### src/rtl/sum_feeder.sv
// Queues up to eight non-zero operands and streams them to a downstream summer:
// a one-cycle active-low go strobe, the operands back to back, then a zero terminator.
module sum_feeder (
    input  logic        ck,
    input  logic        reset_l,
    input  logic        wr_en,
    input  logic [15:0] wr_data,
    output logic        wr_ready,
    input  logic        start,
    output logic        busy,
    output logic        go_l,
    output logic [15:0] inA,
    input  logic        done,
    output logic        err,
    output logic [3:0]  count,
    output logic [2:0]  state_dbg
);

    typedef enum logic [2:0] {
        S_IDLE   = 3'd0,
        S_GO     = 3'd1,
        S_STREAM = 3'd2,
        S_TERM   = 3'd3,
        S_WAIT   = 3'd4
    } state_t;

    state_t      state;
    state_t      state_nxt;
    logic [15:0] mem [8];
    logic [2:0]  rd_ptr;
    logic [2:0]  wr_ptr;
    logic [2:0]  wd;

    logic wr_acc;
    logic wr_drop;
    logic pop;
    logic start_ok;
    logic start_bad;
    logic wd_timeout;

    // Handshake: a write is taken on any ck edge where wr_en && wr_ready && wr_data != 0;
    // wr_ready only reflects IDLE and space, so a zero operand is refused and flagged.
    assign wr_acc  = wr_en && (state == S_IDLE) && (count != 4'd8) && (wr_data != 16'd0);
    assign wr_drop = wr_en && !wr_acc;

    always_comb begin
        state_nxt  = state;
        pop        = 1'b0;
        start_ok   = 1'b0;
        start_bad  = 1'b0;
        wd_timeout = 1'b0;
        case (state)
            S_IDLE: begin
                if (start) begin
                    if (count != 4'd0) begin
                        start_ok  = 1'b1;
                        state_nxt = S_GO;
                    end else begin
                        start_bad = 1'b1;
                    end
                end
            end
            S_GO:     state_nxt = S_STREAM;
            S_STREAM: begin
                pop = 1'b1;
                if (count == 4'd1) state_nxt = S_TERM;
            end
            S_TERM:   state_nxt = S_WAIT;
            S_WAIT: begin
                if (done) begin
                    state_nxt = S_IDLE;
                end else if (wd == 3'd3) begin
                    // fourth WAIT cycle without done
                    wd_timeout = 1'b1;
                    state_nxt  = S_IDLE;
                end
            end
            default:  state_nxt = S_IDLE;
        endcase
    end

    always_ff @(posedge ck or negedge reset_l) begin
        if (!reset_l) begin
            state  <= S_IDLE;
            rd_ptr <= 3'd0;
            wr_ptr <= 3'd0;
            count  <= 4'd0;
            err    <= 1'b0;
            wd     <= 3'd0;
        end else begin
            state <= state_nxt;
            if (wr_acc) begin
                wr_ptr <= wr_ptr + 3'd1;
                count  <= count + 4'd1;
            end else if (pop) begin
                rd_ptr <= rd_ptr + 3'd1;
                count  <= count - 4'd1;
            end
            if (wr_drop || start_bad || wd_timeout) begin
                err <= 1'b1;
            end else if (start_ok) begin
                err <= 1'b0;
            end
            if (state == S_TERM) begin
                wd <= 3'd0;
            end else if ((state == S_WAIT) && !done) begin
                wd <= wd + 3'd1;
            end
        end
    end

    // Storage is validated by the pointers and count alone, so it carries no reset.
    always_ff @(posedge ck) begin
        if (wr_acc) mem[wr_ptr] <= wr_data;
    end

    assign wr_ready  = (state == S_IDLE) && (count != 4'd8);
    assign busy      = (state != S_IDLE);
    assign go_l      = (state != S_GO);
    assign inA       = (state == S_STREAM) ? mem[rd_ptr] : 16'd0;
    assign state_dbg = state;

endmodule
### config.mk
export PLATFORM = sky130hd
export DESIGN_NAME = sum_feeder
export DESIGN_NICKNAME = d
export VERILOG_FILES = /design/src/rtl/sum_feeder.sv
export SDC_FILE = /design/constraint.sdc
export NUM_CORES = 1
export LEC_CHECK = 0
export CAP_MARGIN = 0
export CELL_PAD_IN_SITES_DETAIL_PLACEMENT = 1
export CELL_PAD_IN_SITES_GLOBAL_PLACEMENT = 1
export CORE_UTILIZATION = 35
export DETAILED_ROUTE_END_ITERATION = 6
export GPL_ROUTABILITY_DRIVEN = 0
export GPL_TIMING_DRIVEN = 0
export PLACE_DENSITY_LB_ADDON = 0.1
export REMOVE_ABC_BUFFERS = 1
export SYNTH_ARGS = -nofsm -noshare
export SYNTH_HDL_FRONTEND = slang
export SYNTH_SLANG_ARGS = --single-unit
### constraint.sdc
create_clock -name ck -period 4.7 [get_ports ck]
set_input_delay 0.47 -clock ck [delete_from_list [all_inputs] [get_ports ck]]
set_output_delay 0.47 -clock ck [all_outputs]
set_load 0.02 [all_outputs]
==> impl_metrics.json <==
{
  "grt_pass1_wl_mm": 20.0,
  "cts_buffer_depth": 2,
  "cp-end-kind": "output port",
  "coreArea_um2": 16100,
  "ys.flop_type": "edfxtp_1",
  "start_kind": "flip-flop",
  "yosysUniqueCellTypes": 38,
  "syn_to_final_growth_pct": 26.4,
  "root_buffer": "clkbuf_16",
  "finalCriticalPeriod_ps": 3290,
  "wire_per_inst_um": 20.8,
  "first_pass_iters": 4,
  "status": "complete, no violations",
  "drive_gt1_share_pct": 25.0,
  "die_x_um": 131,
  "clk_pin_slew_ps": 60,
  "wl_mm": 12.7,
  "final_common_cell": "edfxtp_1",
  "critPathMaxFanout": 18,
  "die_y_um": 131,
  "syn_area_um2": 5850,
  "cts_hold_buf": 0,
  "setup-violations-final": 0,
  "cts_resized": 0,
  "slew_viol_final": 0,
  "drt_iter0_drc": 226,
  "critPathKind": "reg2out",
  "cts.sinks": 145,
  "ir_worst_vdd_uv": 365,
  "design_power_total_mw": 4.61,
  "finalWorstSetupSlack_ps": 1410,
  "worst_slew_pin_slew_ps": 1220,
  "antenna_found_initial": 0,
  "preCtsSetupSlack_ps": 1590,
  "htree_num_levels": 4,
  "rows": 46,
  "arrival_ps": 2820,
  "cp.required_ps": 4230,
  "die_area_um2": 17200,
  "fmax_ghz": 0.304,
  "grt_pass1_vias": 3326,
  "postSynthAreaPerCell_um2": 19.1,
  "grt_overflow_total": 0,
  "synthArstFlopShare_pct": 11.7,
  "start_util_pct": 36.3,
  "io_buffers": 47,
  "ys_seq_area_share_pct": 73.0,
  "r2r_slack_ps": 1840,
  "insertion_delay_ps": 420,
  "io_pins": 48,
  "min_path_type": "reg2reg",
  "drtAntennaViolNets": 0,
  "synth_edf_count": 128,
  "cts_tree": "built",
  "viasPerCell": 5.00,
  "hpwl_mm": 8.31,
  "grt_max_degree": 29,
  "fin_crit_sh_pct": 70.0,
  "drc": 0,
  "grt_use_total_pct": 16.0,
  "ys_warn_count": 0,
  "hold_viol_final": 0,
  "postCtsSetupBuffers": 0,
  "vias": 3039,
  "fin_nets": 407,
  "syn_inst": 307,
  "finalClockSkew_ps": 9.54,
  "final_cell_mix": "edfxtp_1 (128), clkdlybuf4s50_1 (47), mux4_2 (32)",
  "holdWs_ps": 513,
  "powerDensity_nw_per_um2": 624,
  "p_leak_nw": 2.50,
  "ys_ff_latch": 145,
  "cts_buffers": 17,
  "drv_cap": 0,
  "slew_headroom_pct": 18.4,
  "rsz0062_at_grt": "no",
  "diodes": 0
}
==> cell type report <==
class | count | area, µm²
fillers | 1520 | 8720
flip-flops and latches | 145 | 4270
multi-input cells | 141 | 1540
repair buffers | 68 | 702
clock buffers | 19 | 433
well taps | 216 | 270
clock inverters | 13 | 159
inverters | 6 | 22.5
==> Yosys cell counts, drive strengths merged (2+ instances only) <==
cell type  count  share of area, %
o21ai          3              0.26
inv            6              0.38
nand2b         2              0.21
xnor2          7               1.0
a21oi          5              0.43
nand3          3              0.26
ha             7               1.5
nand2          9              0.71
dfrtp         17               7.3
buf            7              0.66
mux2i         16               2.7
mux4          32                12
nor2          23               1.5
or3            3              0.34
o22ai          2              0.21
edfxtp       128                66
nor4b          3              0.56
clkbuf         8              0.51
nor4           7              0.75
a211oi         3              0.38
nor3           4              0.34
==> flip-flops by register name, summed over array words and instances (netlist names) <==
signal and flops:
wd 3, mem 128, count 4, state_dbg 3, rd_ptr 3, wr_ptr 3
err 1
==> metal layers <==
layer	up-vias	part of all wire, %	GRT usage (%)	wire length (µm)
met5	-	0	0	0
met4	0	1.0	5.62	131
met3	9	3.4	4.09	435
met2	56	47	24.7	5980
met1	1592	48	21.8	6130
li1	1382	-	-	-
==> critical path: stages, from the launching register on <==
cell	delay [ps]
dfrtp_2	770
buf_12	280
mux4_2	510
mux2i_1	150
nor2_1	100
clkdlybuf4s50_1	580
==> per-stage QoR <==
step / TNS, ps / cell area [µm²] / utilization [%] / std cells
floorplan: 0 / 5780 / - / 292
global placement: -68720 / 6520 / 40.5 / 555
detailed placement: 0 / 6810 / 42.2 / 576
CTS: 0 / 7400 / 45.9 / 608
global route: 0 / 7400 / 45.9 / 608
finish: 0 / 7400 / 45.9 / 608
==> path summary, 6_finish.rpt <==
check,start,endpoint,cells after the start
max,rd_ptr[0],inA[0],5
min,wd[0],wd[0],1
max reg2reg,count[0],mem[4][2],9
min reg2reg,wd[0],wd[0],1
max in group asynchronous,reset_l,rd_ptr[1],1
min in group asynchronous,reset_l,state_dbg[0],1
==> cells by family (layout without fill, tap and decap cells) <==
logic type	Yosys count	in the layout	share of synthesized area, %
simple gates	61	61	5.88
buf+inv	21	106	1.56
mux	48	48	15.1
flops	145	145	73.0
compound gates	18	18	2.01
fa+ha+maj	7	7	1.50
xor+xnor	7	7	1.05
==> where the power goes <==
group	total [mW]	internal [mW]	switching, mW
clock network	1.37	0.836	0.530
logic	1.44	0.739	0.697
registers	1.81	1.59	0.224
Note: power is estimated with default switching activity, not from simulation.
